$ cat config.mk
export PLATFORM = sky130hd
export DESIGN_NAME = id_ex_stage
export DESIGN_NICKNAME = d
export VERILOG_FILES = /design/src/rtl/id_ex_stage_pkg.sv /design/src/rtl/id_ex_stage_forward_unit.sv /design/src/rtl/id_ex_stage.sv
export SDC_FILE = /design/constraint.sdc
export NUM_CORES = 1
export LEC_CHECK = 0
export ABC_AREA = 0
export CAP_MARGIN = 10
export CORE_MARGIN = 4
export CORE_UTILIZATION = 40
export CTS_BUF_LIST = sky130_fd_sc_hd__clkbuf_16
export CTS_CLUSTER_DIAMETER = 80
export DETAILED_ROUTE_END_ITERATION = 7
export GPL_ROUTABILITY_DRIVEN = 0
export GPL_TIMING_DRIVEN = 0
export PLACE_DENSITY = 0.84
export SLEW_MARGIN = 25
export SYNTH_ARGS = -nofsm -noshare
export SYNTH_HDL_FRONTEND = slang
export SYNTH_SLANG_ARGS = --single-unit
$ cat constraint.sdc
create_clock -name clk_i -period 3 [get_ports clk_i]
set_clock_uncertainty 0.05 [all_clocks]
set_input_delay 0.3 -clock clk_i [delete_from_list [all_inputs] [get_ports clk_i]]
set_output_delay 0.3 -clock clk_i [all_outputs]
set_load 0.005 [all_outputs]
$ cat src/rtl/id_ex_stage_pkg.sv
// Shared definitions for the ID/EX stage: ALU opcodes, forward-select
// encoding and the registered control bundle.
package id_ex_stage_pkg;

  localparam logic [3:0] ALU_AND  = 4'b0000;
  localparam logic [3:0] ALU_OR   = 4'b0001;
  localparam logic [3:0] ALU_ADD  = 4'b0010;
  localparam logic [3:0] ALU_SRLV = 4'b0011;
  localparam logic [3:0] ALU_SUB  = 4'b0110;
  localparam logic [3:0] ALU_SLT  = 4'b0111;
  localparam logic [3:0] ALU_MUL  = 4'b1000;
  localparam logic [3:0] ALU_BGT  = 4'b1001;
  localparam logic [3:0] ALU_BGE  = 4'b1010;
  localparam logic [3:0] ALU_BEQ  = 4'b1011;
  localparam logic [3:0] ALU_LUI  = 4'b1100;
  localparam logic [3:0] ALU_SLL  = 4'b1101;
  localparam logic [3:0] ALU_BNE  = 4'b1110;

  typedef enum logic [1:0] {
    FWD_REG   = 2'b00,
    FWD_MEMWB = 2'b01,
    FWD_EXMEM = 2'b10
  } fwd_sel_e;

  typedef struct packed {
    logic valid;
    logic alu_src;
    logic reg_dst;
    logic reg_write;
    logic mem_read;
    logic mem_write;
    logic mem_to_reg;
    logic branch;
  } ex_ctrl_t;

endpackage

$ cat src/rtl/id_ex_stage_forward_unit.sv
// Combinational forwarding select for the two EX source operands.
module forward_unit
  import id_ex_stage_pkg::*;
#(
  parameter int unsigned REG_AW = 5
) (
  input  logic [REG_AW-1:0] ex_rs_i,
  input  logic [REG_AW-1:0] ex_rt_i,
  input  logic              exmem_reg_write_i,
  input  logic [REG_AW-1:0] exmem_rd_i,
  input  logic              memwb_reg_write_i,
  input  logic [REG_AW-1:0] memwb_rd_i,
  output fwd_sel_e          fwd_a_o,
  output fwd_sel_e          fwd_b_o
);

  // The younger EX/MEM result wins over MEM/WB; $0 is never forwarded.
  function automatic fwd_sel_e pick(input logic [REG_AW-1:0] src,
                                    input logic              em_we,
                                    input logic [REG_AW-1:0] em_rd,
                                    input logic              mw_we,
                                    input logic [REG_AW-1:0] mw_rd);
    fwd_sel_e sel;
    sel = FWD_REG;
    if (em_we && (em_rd != '0) && (em_rd == src)) begin
      sel = FWD_EXMEM;
    end else if (mw_we && (mw_rd != '0) && (mw_rd == src)) begin
      sel = FWD_MEMWB;
    end
    return sel;
  endfunction

  always_comb begin
    fwd_a_o = pick(ex_rs_i, exmem_reg_write_i, exmem_rd_i, memwb_reg_write_i, memwb_rd_i);
    fwd_b_o = pick(ex_rt_i, exmem_reg_write_i, exmem_rd_i, memwb_reg_write_i, memwb_rd_i);
  end

endmodule

$ cat src/rtl/id_ex_stage.sv
// ID/EX pipeline register with operand forwarding, load-use stall
// detection and bubble insertion on stall or branch flush.
module id_ex_stage
  import id_ex_stage_pkg::*;
#(
  parameter int unsigned DATA_W = 32,
  parameter int unsigned REG_AW = 5
) (
  input  logic              clk_i,
  input  logic              rst_i,
  input  logic              id_valid_i,
  input  logic [DATA_W-1:0] id_rs_data_i,
  input  logic [DATA_W-1:0] id_rt_data_i,
  input  logic [DATA_W-1:0] id_imm_i,
  input  logic [4:0]        id_shamt_i,
  input  logic [REG_AW-1:0] id_rs_i,
  input  logic [REG_AW-1:0] id_rt_i,
  input  logic [REG_AW-1:0] id_rd_i,
  input  logic [3:0]        id_alu_ctrl_i,
  input  logic              id_alu_src_i,
  input  logic              id_reg_dst_i,
  input  logic              id_reg_write_i,
  input  logic              id_mem_read_i,
  input  logic              id_mem_write_i,
  input  logic              id_mem_to_reg_i,
  input  logic              id_branch_i,
  input  logic              flush_i,
  input  logic              exmem_reg_write_i,
  input  logic [REG_AW-1:0] exmem_rd_i,
  input  logic [DATA_W-1:0] exmem_result_i,
  input  logic              memwb_reg_write_i,
  input  logic [REG_AW-1:0] memwb_rd_i,
  input  logic [DATA_W-1:0] memwb_data_i,
  output logic              hazard_stall_o,
  output logic [DATA_W-1:0] alu_src1_o,
  output logic [DATA_W-1:0] alu_src2_o,
  output logic [4:0]        alu_shamt_o,
  output logic [3:0]        alu_ctrl_o,
  output logic [DATA_W-1:0] ex_wdata_o,
  output logic [REG_AW-1:0] ex_dest_o,
  output logic              ex_valid_o,
  output logic              ex_reg_write_o,
  output logic              ex_mem_read_o,
  output logic              ex_mem_write_o,
  output logic              ex_mem_to_reg_o,
  output logic              ex_branch_o
);

  ex_ctrl_t          ctrl_q, ctrl_d;
  logic [DATA_W-1:0] rs_data_q, rs_data_d;
  logic [DATA_W-1:0] rt_data_q, rt_data_d;
  logic [DATA_W-1:0] imm_q, imm_d;
  logic [4:0]        shamt_q, shamt_d;
  logic [REG_AW-1:0] rs_q, rs_d;
  logic [REG_AW-1:0] rt_q, rt_d;
  logic [REG_AW-1:0] rd_q, rd_d;
  logic [3:0]        alu_ctrl_q, alu_ctrl_d;

  logic [REG_AW-1:0] ex_dest;
  logic              hazard_stall;
  fwd_sel_e          fwd_a, fwd_b;
  logic [DATA_W-1:0] fwd_a_val, fwd_b_val;

  assign ex_dest = ctrl_q.reg_dst ? rd_q : rt_q;

  // rt is compared even for I-type consumers; a spurious stall is harmless.
  assign hazard_stall = id_valid_i & ~flush_i & ctrl_q.valid & ctrl_q.mem_read &
                        (ex_dest != '0) &
                        ((ex_dest == id_rs_i) | (ex_dest == id_rt_i));

  always_comb begin
    ctrl_d     = '0;
    rs_data_d  = '0;
    rt_data_d  = '0;
    imm_d      = '0;
    shamt_d    = '0;
    rs_d       = '0;
    rt_d       = '0;
    rd_d       = '0;
    alu_ctrl_d = '0;
    if (!(flush_i || hazard_stall)) begin
      ctrl_d.valid      = id_valid_i;
      ctrl_d.alu_src    = id_alu_src_i;
      ctrl_d.reg_dst    = id_reg_dst_i;
      ctrl_d.reg_write  = id_reg_write_i;
      ctrl_d.mem_read   = id_mem_read_i;
      ctrl_d.mem_write  = id_mem_write_i;
      ctrl_d.mem_to_reg = id_mem_to_reg_i;
      ctrl_d.branch     = id_branch_i;
      rs_data_d         = id_rs_data_i;
      rt_data_d         = id_rt_data_i;
      imm_d             = id_imm_i;
      shamt_d           = id_shamt_i;
      rs_d              = id_rs_i;
      rt_d              = id_rt_i;
      rd_d              = id_rd_i;
      alu_ctrl_d        = id_alu_ctrl_i;
    end
  end

  always_ff @(posedge clk_i) begin
    if (rst_i) begin
      ctrl_q     <= '0;
      rs_data_q  <= '0;
      rt_data_q  <= '0;
      imm_q      <= '0;
      shamt_q    <= '0;
      rs_q       <= '0;
      rt_q       <= '0;
      rd_q       <= '0;
      alu_ctrl_q <= '0;
    end else begin
      ctrl_q     <= ctrl_d;
      rs_data_q  <= rs_data_d;
      rt_data_q  <= rt_data_d;
      imm_q      <= imm_d;
      shamt_q    <= shamt_d;
      rs_q       <= rs_d;
      rt_q       <= rt_d;
      rd_q       <= rd_d;
      alu_ctrl_q <= alu_ctrl_d;
    end
  end

  forward_unit #(
    .REG_AW(REG_AW)
  ) u_forward_unit (
    .ex_rs_i          (rs_q),
    .ex_rt_i          (rt_q),
    .exmem_reg_write_i(exmem_reg_write_i),
    .exmem_rd_i       (exmem_rd_i),
    .memwb_reg_write_i(memwb_reg_write_i),
    .memwb_rd_i       (memwb_rd_i),
    .fwd_a_o          (fwd_a),
    .fwd_b_o          (fwd_b)
  );

  always_comb begin
    case (fwd_a)
      FWD_EXMEM: fwd_a_val = exmem_result_i;
      FWD_MEMWB: fwd_a_val = memwb_data_i;
      default:   fwd_a_val = rs_data_q;
    endcase
    case (fwd_b)
      FWD_EXMEM: fwd_b_val = exmem_result_i;
      FWD_MEMWB: fwd_b_val = memwb_data_i;
      default:   fwd_b_val = rt_data_q;
    endcase
  end

  assign hazard_stall_o  = hazard_stall;
  assign alu_src1_o      = fwd_a_val;
  assign alu_src2_o      = ctrl_q.alu_src ? imm_q : fwd_b_val;
  assign alu_shamt_o     = shamt_q;
  assign alu_ctrl_o      = alu_ctrl_q;
  assign ex_wdata_o      = fwd_b_val;
  assign ex_dest_o       = ex_dest;
  assign ex_valid_o      = ctrl_q.valid;
  assign ex_reg_write_o  = ctrl_q.reg_write;
  assign ex_mem_read_o   = ctrl_q.mem_read;
  assign ex_mem_write_o  = ctrl_q.mem_write;
  assign ex_mem_to_reg_o = ctrl_q.mem_to_reg;
  assign ex_branch_o     = ctrl_q.branch;

endmodule
Word-level counts from Yosys, hierarchy flattened
Cells that the tools add are included.
{ "word_totals": {"inputBits": 207, "elab_cells": 52, "register_bits": 128} }
{ "op_classes": {"n_eq_ne": 10, "n_reduce_logical": 11, "muxes": 8, "bitwise": 7} }
{ "ops": {"columns": ["op", "count"], "rows": [
  ["$pmux 32 s2", 2],
  ["$mux 32", 1],
  ["$eq 5x5->1", 6],
  ["$reduce_bool 5->1", 3],
  ["$logic_and 1x1->1", 6],
  ["$and 1x1->1", 5],
  ["$mux 5", 1],
  ["$eq 2x1->1 const B", 2],
  ["$eq 2x2->1 const B", 2],
  ["$mux 2", 2],
  ["$mux 1", 2],
  ["$reduce_or 2->1", 1],
  ["$logic_or 1x1->1", 1],
  ["$not 1->1", 1],
  ["$or 1x1->1", 1]
]} }

Logic depth before layout (Yosys ltp)
Gate-level depths: netlist of the first run.
{ "logic_depth": {"ltp_word": 8, "ltp_mapped": 9} }

Hierarchy
A second synthesis of the first run with hierarchy kept.
{ "unflattened": {"cells_unflattened": 727, "area_unflattened_um2": 5790.6} }
{ "modules_own_cells": {"columns": ["module", "instances", "cells_per_inst", "area_per_inst_um2"], "rows": [
  ["id_ex_stage", 1, 693, 5532.8],
  ["forward_unit", 1, 34, 257.7]
]} }

Least setup slack after synthesis of the first run
OpenSTA, ideal clock, no wires.
{ "synth_path": {"kind": "register -> output", "start": "register rt_q[2]", "end": "output alu_src2_o[14]", "required_ps": 2650, "t_arrival_ps": 1844, "stages_incl_launch_ff": 8, "n_path_buf": 1, "path_slack_ps": 806, "path_cell_list": "dfxtp_1 -> xnor2_1 -> nand3_1 -> nor4_4 -> buf_6 -> mux2i_1 -> a21oi_2 -> mux2_2"} }
{ "synth_via": {"elab_chain_cells": 7, "word_cells_on_any_way": 10, "cone_classes": "eq/ne: 4; mux: 4; reduce/logical: 2"} }
{ "synth_lines": {"columns": ["element", "line", "source"], "rows": [
  ["start: declaration", "id_ex_stage.sv:55", "logic [REG_AW-1:0] rt_q, rt_d;"],
  ["start signal: assignment", "id_ex_stage.sv:119", "rt_q <= rt_d;"],
  ["$eq 5x5->1", "id_ex_stage_forward_unit.sv:27", "end else if (mw_we && (mw_rd != '0) && (mw_rd == src)) begin"],
  ["$logic_and 1x1->1", "id_ex_stage_forward_unit.sv:27", null],
  ["$mux 1", "id_ex_stage_forward_unit.sv:27", null],
  ["$mux 2 *", "id_ex_stage_forward_unit.sv:25", "if (em_we && (em_rd != '0) && (em_rd == src)) begin"],
  ["$eq 2x1->1 / $eq 2x2->1 (equally long branches)", "id_ex_stage.sv:144", "case (fwd_b)"],
  ["$pmux 32 s2 *", "id_ex_stage.sv:144", null],
  ["net ex_wdata_o[14]", "id_ex_stage.sv:39", "output logic [DATA_W-1:0] ex_wdata_o,"],
  ["$mux 32 *", "id_ex_stage.sv:153", "assign alu_src2_o = ctrl_q.alu_src ? imm_q : fwd_b_val;"],
  ["end: declaration", "id_ex_stage.sv:36", "output logic [DATA_W-1:0] alu_src2_o,"]
]} }
Mark *: on every way through the listed nets, which the timed path passes. The rest lies on a longest branch.

Worst setup path after layout of the first run
{ "layout_path": {"start": "input exmem_reg_write_i", "end": "output alu_src2_o[25]"} }
{ "layout_via": {"elab_chain_cells": 6, "word_cells_on_any_way": 7, "cone_classes": "eq/ne: 2; mux: 3; reduce/logical: 2"} }
{ "layout_lines": {"columns": ["element", "line", "source"], "rows": [
  ["start: declaration", "id_ex_stage.sv:28", "input logic exmem_reg_write_i,"],
  ["$logic_and 1x1->1 * (2 in a row)", "id_ex_stage_forward_unit.sv:25", null],
  ["$mux 2 *", "id_ex_stage_forward_unit.sv:25", null],
  ["$eq 2x1->1 / $eq 2x2->1 (equally long branches)", "id_ex_stage.sv:144", null],
  ["$pmux 32 s2 *", "id_ex_stage.sv:144", null],
  ["$mux 32 *", "id_ex_stage.sv:153", null]
]} }
Mark *: on every way between the ends. The rest lies on a longest branch, timed or not.

==> results of run 1 <==
flip-flops by register name, summed over array words and instances, names as in the netlist, 2 cells and up:
| name | flops |
|---|---|
| imm_q | 32 |
| rs_data_q | 32 |
| rt_data_q | 32 |
| alu_shamt_o | 5 |
| rd_q | 5 |
| rs_q | 5 |
| rt_q | 5 |
| alu_ctrl_o | 4 |
| ctrl_q | 2 |
layout make-up:
class                           instances  area share
Clock inverter                         15     0.01152
Timing Repair Buffer                  363      0.3257
Tap cell                              184     0.02098
Clock buffer                           17     0.03876
Multi-Input combinational cell        526      0.3305
Buffer                                 47     0.03557
Sequential cell                       128      0.2350
Inverter                                5    0.001710
Antenna cell                            1   0.0002280
placed cells by master (no fill, tap or decap), types with 4 or more instances in the layout:
cell / instances
sky130_fd_sc_hd__clkdlybuf4s50_1: 241
sky130_fd_sc_hd__nand2_1: 149
sky130_fd_sc_hd__nor2_1: 127
sky130_fd_sc_hd__dfxtp_1: 123
sky130_fd_sc_hd__dlygate4sd2_1: 57
sky130_fd_sc_hd__mux2i_1: 46
sky130_fd_sc_hd__buf_4: 45
sky130_fd_sc_hd__mux2_2: 31
sky130_fd_sc_hd__o21ai_0: 20
sky130_fd_sc_hd__dlymetal6s2s_1: 20
sky130_fd_sc_hd__a21oi_2: 18
sky130_fd_sc_hd__clkbuf_16: 18
sky130_fd_sc_hd__nor2_2: 17
sky130_fd_sc_hd__mux2i_4: 16
sky130_fd_sc_hd__xnor2_1: 15
sky130_fd_sc_hd__clkbuf_1: 15
sky130_fd_sc_hd__buf_6: 13
sky130_fd_sc_hd__a21oi_4: 13
sky130_fd_sc_hd__xor2_1: 11
sky130_fd_sc_hd__nor3b_1: 10
sky130_fd_sc_hd__o21ai_1: 9
sky130_fd_sc_hd__mux2i_2: 7
sky130_fd_sc_hd__clkinv_1: 7
sky130_fd_sc_hd__nand3_1: 6
sky130_fd_sc_hd__buf_12: 6
sky130_fd_sc_hd__nor2_4: 6
sky130_fd_sc_hd__inv_1: 5
sky130_fd_sc_hd__dfxtp_4: 4
critical path, delay by kind of cell:
kind                   cells  cell delay (ps)
AO/OA/AOI/OAI              2              250
AND/OR/NAND/NOR            1              600
multiplexers               1              170
buffers and inverters      4             1350
cells by family (layout without fill, tap and decap cells):
family | Yosys count | count (layout) | synth area share
AOI/OAI and AO/OA | 68 | 68 | 0.06421
xor gates and xnor gates | 30 | 30 | 0.04421
buffers and inverters | 56 | 447 | 0.05600
DFF | 128 | 128 | 0.4312
muxes | 101 | 101 | 0.1787
other | 0 | 1 | 0
and+or+nand+nor | 327 | 327 | 0.2257
power by group through the flow:
stage	clock network (mW)	logic (mW)	registers, mW
6_report	1.97	0.844	1.80
5_1_grt	2.05	0.898	1.80
4_1_cts	1.98	0.818	1.79
3_5_place_dp	0	0.784	1.83
3_3_place_gp	0	0.773	1.83
2_1_floorplan	0	0.245	1.82
path summary, 6_finish.rpt:
kind | cells after the start | start | slack [ps] | endpoint
worst max-delay path | 8 | exmem_reg_write_i | -30 | alu_src2_o[25]
worst min-delay path | 3 | id_imm_i[4] | 350 | imm_q[4]
worst max register to register | 10 | ctrl_q[5] | 830 | ex_reg_write_o
worst min register to register | 5 | ex_valid_o | 850 | rt_data_q[21]
timing repair:
action	4_1_cts	5_1_grt
resized for setup	190	83
cloned	2	1
setup endpoints to repair	97	71
setup buffers	22	15
pin swaps	15	11
metrics by stage:
step	utilization	cells	area [um2]	setup WS, ps	total power, mW
after floorplan	-	710	5943	806.1	2.067
after global placement	0.6472	1217	9407	-1090	2.600
after detailed placement	0.6478	1217	9415	-906.2	2.614
after CTS	0.7288	1271	10590	-120.4	4.589
after global routing	0.7551	1286	10970	-99.36	4.752
final	0.7551	1286	10970	-28.44	4.607
per-layer routing:
| layer | vias up | wire [um] | track usage |
|---|---|---|---|
| li1 | 3076 | - | - |
| met1 | 3086 | 9762 | 0.3100 |
| met2 | 291 | 13150 | 0.5165 |
| met3 | 58 | 2039 | 0.08637 |
| met4 | 0 | 892 | 0.1167 |
| met5 | - | 0 | 0 |
==> implementation parameters, run 1 <==
Parameter                              Value

Clocking
  Htree depth    4
  Cell at the root of the clock tree    sky130_fd_sc_hd__clkbuf_16
  Number of buffers created by CTS    17
  Reg clk slew, reported paths    60 ps
  Number of hold-repair buffers added at the cts stage    0
  # clock sinks    128
  Latest clock arrival within the worst-skew pair    ~420 ps
  CTS tree    yes
  CTS max path bufs    2

GRT
  Via count of the first global-routing pass    roughly 6,500
  Residual overflow from global routing    0
  Number of antenna violations at the first check in global routing    1
  Global-route usage over all layers    0.2854
  Pin count of the biggest net entering global routing    20
  Global-route wire length before repair    between 30 and 40 mm

Timing
  Endpoints failing setup    1
  Slew at the pin with the worst max-slew slack    around 780 ps
  Maximum operating frequency    between 300 and 400 MHz
  Period Utilization, post-route    1.009
  Pins Over Slew Limit    0
  Final TNS setup    -28.44 ps
  Max transition margin    0.4806
  Setup repair after global routing missed its margin    true
  Final critical-path required period    3028 ps
  Hold Slack    between 300 and 400 ps
  Final count of hold timing violations    0
  Final critical-path setup slack    -28.44 ps

Min path
  Hold crit path type    input pin to flip-flop

Synthesis
  Netlist cell types    30
  Post-Syn Area per Cell    approximately 8.4 um2
  Async S/R FF share, synth    0
  Post-synth design cell area    just under 6000 um2
  Synth top area share    0.4312
  Number of enable-type register cells in the synthesized netlist    0
  Post-Synthesis Net Count    a little over 900
  Seq cells post-synth    128
  YS warnings    0
  Top post-synthesis cells by area    sky130_fd_sc_hd__dfxtp_1 43%, sky130_fd_sc_hd__mux2i_1 11%, sky130_fd_sc_hd__nor2_1 9.5%
  Top cell types by occurrence after synthesis    150 x sky130_fd_sc_hd__nor2_1, 149 x sky130_fd_sc_hd__nand2_1, 128 x sky130_fd_sc_hd__dfxtp_1
  Synthesized instance count    between 700 and 800
  Library cell occupying the most area in the post-synthesis netlist    sky130_fd_sc_hd__dfxtp_1
  Sequential element share of the synthesized area    0.4312
  Most instantiated library cell after synthesis    sky130_fd_sc_hd__nor2_1
  Prevailing post-synth register cell    sky130_fd_sc_hd__dfxtp_1

Drt
  Number of nets still failing antenna checks after routing    0
  DRT Wirelength    roughly 26 mm
  Detailed Route Iter0 Violations    approximately 330
  Vias after detailed routing    6,511
  Average wire per standard cell    around 20 um
  DRC violations left    0
  Total iterations of the first detailed-routing run    5
  Detail-routed via count per cell    between 5 and 6

Placed design
  Number of input and output port buffers inserted    ~320
  Hpwl dp    around 18 mm

Finish
  Area occupied by multi-input gates    about 3600 um2
  Nets@finish    about 1,300
  Sequential standard cell area    2579 um2
  Fillers    1,043
  Fraction of layout cells with a size suffix above 1    0.2080
  Area growth from synthesis to final layout    84.65%

Critical path
  Stage delay of the slowest cell on the critical path    600 ps
  Path type of the worst setup path    input pin to output port
  Critical path data arrival time    ~2700 ps
  Standard cell with the maximum stage delay on the critical path    sky130_fd_sc_hd__or4_4
  Required time of the critical path    approximately 2700 ps
  Kind of capture point of the worst setup path    output port
  Ordered cell list for the critical path    clkdlybuf4s50_1 -> o21ai_4 -> or4_4 -> buf_12 -> buf_12 -> a21oi_4 -> mux2_2 -> clkdlybuf4s50_1
  Highest net fanout along the worst path    10
  Setup crit start kind    input pin

Power
  Sequential group share of total power    0.390
  Worst vdd rail ir drop    0.4088 mV
  Sw Ratio    0.2439
  Internal power    around 3.5 mW
  Proportion of power drawn by the clock network    0.427
  Psw    1.124 mW
  Combinational group share of total power    0.183
  PwrDens    419.8 nW/um2
  Lkg Pwr    4.826 nW

Die
  Core outline area    between 10,000 and 15,000 um2
  I/O pin cnt    324
  Die Width    approximately 130 um
  Initial core utilization    0.4089
  Num rows    44
  Die area    around 17,000 um2
  Die H    roughly 130 um

Run status
  Status    complete, but fails checks
  Failing checks    setup timing

Job
  Max Cap Violations    0
(Power assumes the default switching activity.)
==> inputs of run 2 (changes only) <==
Settings changed: PLACE_DENSITY 0.84 to 0.85, SYNTH_HIERARCHICAL from default to 1.
==> implementation parameters, run 2 <==
Parameter                              Value

Placed design
  Cell Area, Placed    9249 um2 (-1.8%)
  Number of input and output port buffers inserted    323 (unchanged)
  Post-Place Cells    1,230 (+1.1%)
  Hpwl dp    19.05 mm (+5.1%)

GRT
  Global-route usage over all layers    0.3349 (+0.04952)
  Global-route wire length before repair    41.71 mm (+16%)
  Number of antenna violations at the first check in global routing    2 (+1)
  Residual overflow from global routing    0 (unchanged)
  Pin count of the biggest net entering global routing    17 (-15%)
  Via count of the first global-routing pass    7,458 (+14%)

Synthesis
  Library cell occupying the most area in the post-synthesis netlist    sky130_fd_sc_hd__dfxtp_1
  Prevailing post-synth register cell    sky130_fd_sc_hd__dfxtp_1
  Combinational family with the most area after synthesis    simple AND/OR/NAND/NOR gates
  Top post-synthesis cells by area    sky130_fd_sc_hd__dfxtp_1 44%, sky130_fd_sc_hd__nand2_1 12%, sky130_fd_sc_hd__a22oi_1 8.3%
  Netlist cell types    31 (+3.3%)
  Post-Syn Area per Cell    7.965 um2 (-4.8%)
  Adder-cell share of the synthesized area    0.008643 (+0.008643)
  Seq cells post-synth    128 (unchanged)
  Post-synth design cell area    5791 um2 (-2.6%)
  XOR/XNOR Fraction of Synth Area    0.04538 (+0.001165)
  Proportion of synthesized area in mux cells    0.07282 (-0.1059)
  Number of enable-type register cells in the synthesized netlist    0 (unchanged)
  Simple-gate portion of the synthesized area    0.2293 (+0.003572)
  YS warnings    6 (+6)
  Synth top area share    0.4425 (+0.01137)
  Synthesized instance count    727 (+2.4%)
  Most instantiated library cell after synthesis    sky130_fd_sc_hd__nand2_1
  Top cell types by occurrence after synthesis    183 x sky130_fd_sc_hd__nand2_1, 128 x sky130_fd_sc_hd__dfxtp_1, 119 x sky130_fd_sc_hd__nor2_1
  Sequential element share of the synthesized area    0.4425 (+0.01137)
  Fraction of the mapped netlist area in compound gates    0.1422 (+0.07797)
  Async S/R FF share, synth    0 (unchanged)
  Post-Synthesis Net Count    938 (+2.3%)

Critical path
  Highest net fanout along the worst path    4 (-6)
  Kind of capture point of the worst setup path    output port
  Required time of the critical path    2650 ps (about the same)
  Path type of the worst setup path    flip-flop to output port
  Setup crit start kind    flip-flop
  Critical path data arrival time    2940 ps (+260 ps)

Die
  Num rows    43 (-2.3%)
  I/O pin cnt    324 (unchanged)
  Die Width    128.3 um (-1.2%)
  Die area    16,460 um2 (-2.4%)
  Core outline area    14,040 um2 (-3.4%)
  Initial core utilization    0.4124 (+0.003449)
  Die H    128.3 um (-1.2%)

Timing
  Period Utilization, post-route    1.098 (+0.08862)
  Maximum operating frequency    303.6 MHz (-8.1%)
  Setup repair after global routing missed its margin    true
  Final critical-path setup slack    -294.3 ps (-265.9 ps)
  Hold Slack    356.1 ps (+7.355 ps)
  Endpoints failing setup    56 (+55)
  Max transition margin    0.3865 (-0.09412)
  Pins Over Slew Limit    0 (unchanged)
  Final critical-path required period    3294 ps (+265.9 ps)
  Final count of hold timing violations    0 (unchanged)
  Slew at the pin with the worst max-slew slack    920.3 ps (+144.1 ps)

Finish
  Commonest cells after routing, fill and taps aside    215 x sky130_fd_sc_hd__clkdlybuf4s50_1, 144 x sky130_fd_sc_hd__nand2_1, 123 x sky130_fd_sc_hd__dfxtp_1, 118 x sky130_fd_sc_hd__nor2_1, 70 x sky130_fd_sc_hd__buf_6
  Non-filler instance count after layout    1,321 (+2.7%)
  Final instance area    11,590 um2 (+5.6%)
  Most frequent standard cell in the layout excluding fill and tap cells    sky130_fd_sc_hd__clkdlybuf4s50_1
  Leading registers by flop count    imm_q (32), rs_data_q (32), rt_data_q (32)
  Fraction of layout cells with a size suffix above 1    0.3614 (+0.1534)
  Final Util    0.8251 (+0.07001)
  Nets@finish    1,339 (+3.4%)
  Area growth from synthesis to final layout    100.1%

Power
  Lkg Pwr    4.871 nW (+0.95%)
  PwrDens    419.0 nW/um2 (-0.19%)
  Worst vdd rail ir drop    0.3623 mV (-11%)

Drt
  Total iterations of the first detailed-routing run    6 (+1)
  Vias after detailed routing    7,182 (+10%)
  Detail-routed via count per cell    5.437 (+7.4%)
  Number of nets still failing antenna checks after routing    0 (unchanged)
  DRT Wirelength    29.76 mm (+15%)
  DRC violations left    0 (unchanged)
  Average wire per standard cell    22.52 um (+12%)
  Detailed Route Iter0 Violations    520 (+60%)

Min path
  Hold crit path type    input pin to flip-flop

Run status
  Failing checks    setup timing
  Status    complete, but fails checks

Clocking
  Cell at the root of the clock tree    sky130_fd_sc_hd__clkbuf_16
  Htree depth    4 (unchanged)
  # clock sinks    128 (unchanged)
  CTS tree    yes
  Latest clock arrival within the worst-skew pair    410 ps (about the same)
  CTS max path bufs    2 (unchanged)
  Reg clk slew, reported paths    60 ps (about the same)
  Number of buffers created by CTS    17 (unchanged)

Job
  Max Cap Violations    0 (unchanged)
run 2: final cells by class:
cell class / instances / area, um2
repair buffers: 386 / 3706
flip-flops and latches: 128 / 2581
clock buffers: 17 / 425.4
fillers: 817 / 2456
multi-input cells: 532 / 3791
clock inverters: 14 / 173.9
inverters: 9 / 36.28
diodes: 1 / 2.502
plain buffers: 54 / 644.4
well taps: 180 / 225.2
run 2: worst paths after layout:
check	startpoint	endpoint	slack, ps	depth (start not counted)
worst max register to register	ctrl_q[5]	imm_q[25]	760	10
worst max-delay path	rt_q[3]	alu_src2_o[26]	-290	13
worst min-delay path	id_imm_i[3]	imm_q[3]	360	3
worst min register to register	ex_valid_o	rs_data_q[9]	1020	6
run 2: power by group:
| group | total, mW | switching, mW | internal, mW | leakage [nW] |
|---|---|---|---|---|
| combinational | 0.901 | 0.367 | 0.534 | 3.53 |
| sequential | 1.80 | 0.0360 | 1.77 | 1.06 |
| clock | 2.15 | 0.782 | 1.37 | 0.291 |
run 2: metrics by stage:
step / setup WS (ps) / setup TNS [ps] / total power, mW
after floorplan: -24.72 / -557.1 / 2.036
after global placement: -1738 / -141840 / 2.529
after detailed placement: -1799 / -147970 / 2.542
after CTS: -258.3 / -4811 / 4.805
after global routing: -351.4 / -12310 / 4.985
final: -294.3 / -7367 / 4.855
run 2: logic make-up (layout without fill, tap and decap cells):
group | count (synthesis) | after routing
xor+xnor | 30 | 30
compound gates | 131 | 131
mux | 37 | 37
flops | 128 | 128
fa+ha+maj | 4 | 4
buf+inv | 67 | 480
simple gates | 330 | 330
other cells | 0 | 1
run 2: critical path, cell delays in order, from the launching register on:
cell and delay [ps]:
sky130_fd_sc_hd__dfxtp_4 370, sky130_fd_sc_hd__buf_6 130, sky130_fd_sc_hd__xnor2_2 140, sky130_fd_sc_hd__nand4_1 180
sky130_fd_sc_hd__nor4_4 370, sky130_fd_sc_hd__inv_2 100, sky130_fd_sc_hd__ha_4 290, sky130_fd_sc_hd__buf_16 150
sky130_fd_sc_hd__clkbuf_16 140, sky130_fd_sc_hd__buf_8 130, sky130_fd_sc_hd__nand2_4 60, sky130_fd_sc_hd__o21ai_4 60
sky130_fd_sc_hd__mux2_4 280, sky130_fd_sc_hd__buf_6 120
run 2: timing repair:
action                     4_1_cts  5_1_grt
buffers inserted                41       17
pin swaps                       41       11
cloned                          11        2
hold buffers                     0        0
setup endpoints to repair       97       97
resized for setup              627      195
run 2: metal layers:
metal	routed length [um]	GRT usage	vias to the layer above
met1	10580	0.3651	3411
met3	2739	0.08667	84
li1	-	-	3230
met4	1214	0.1561	2
met2	15210	0.6044	455
met5	9	0	-
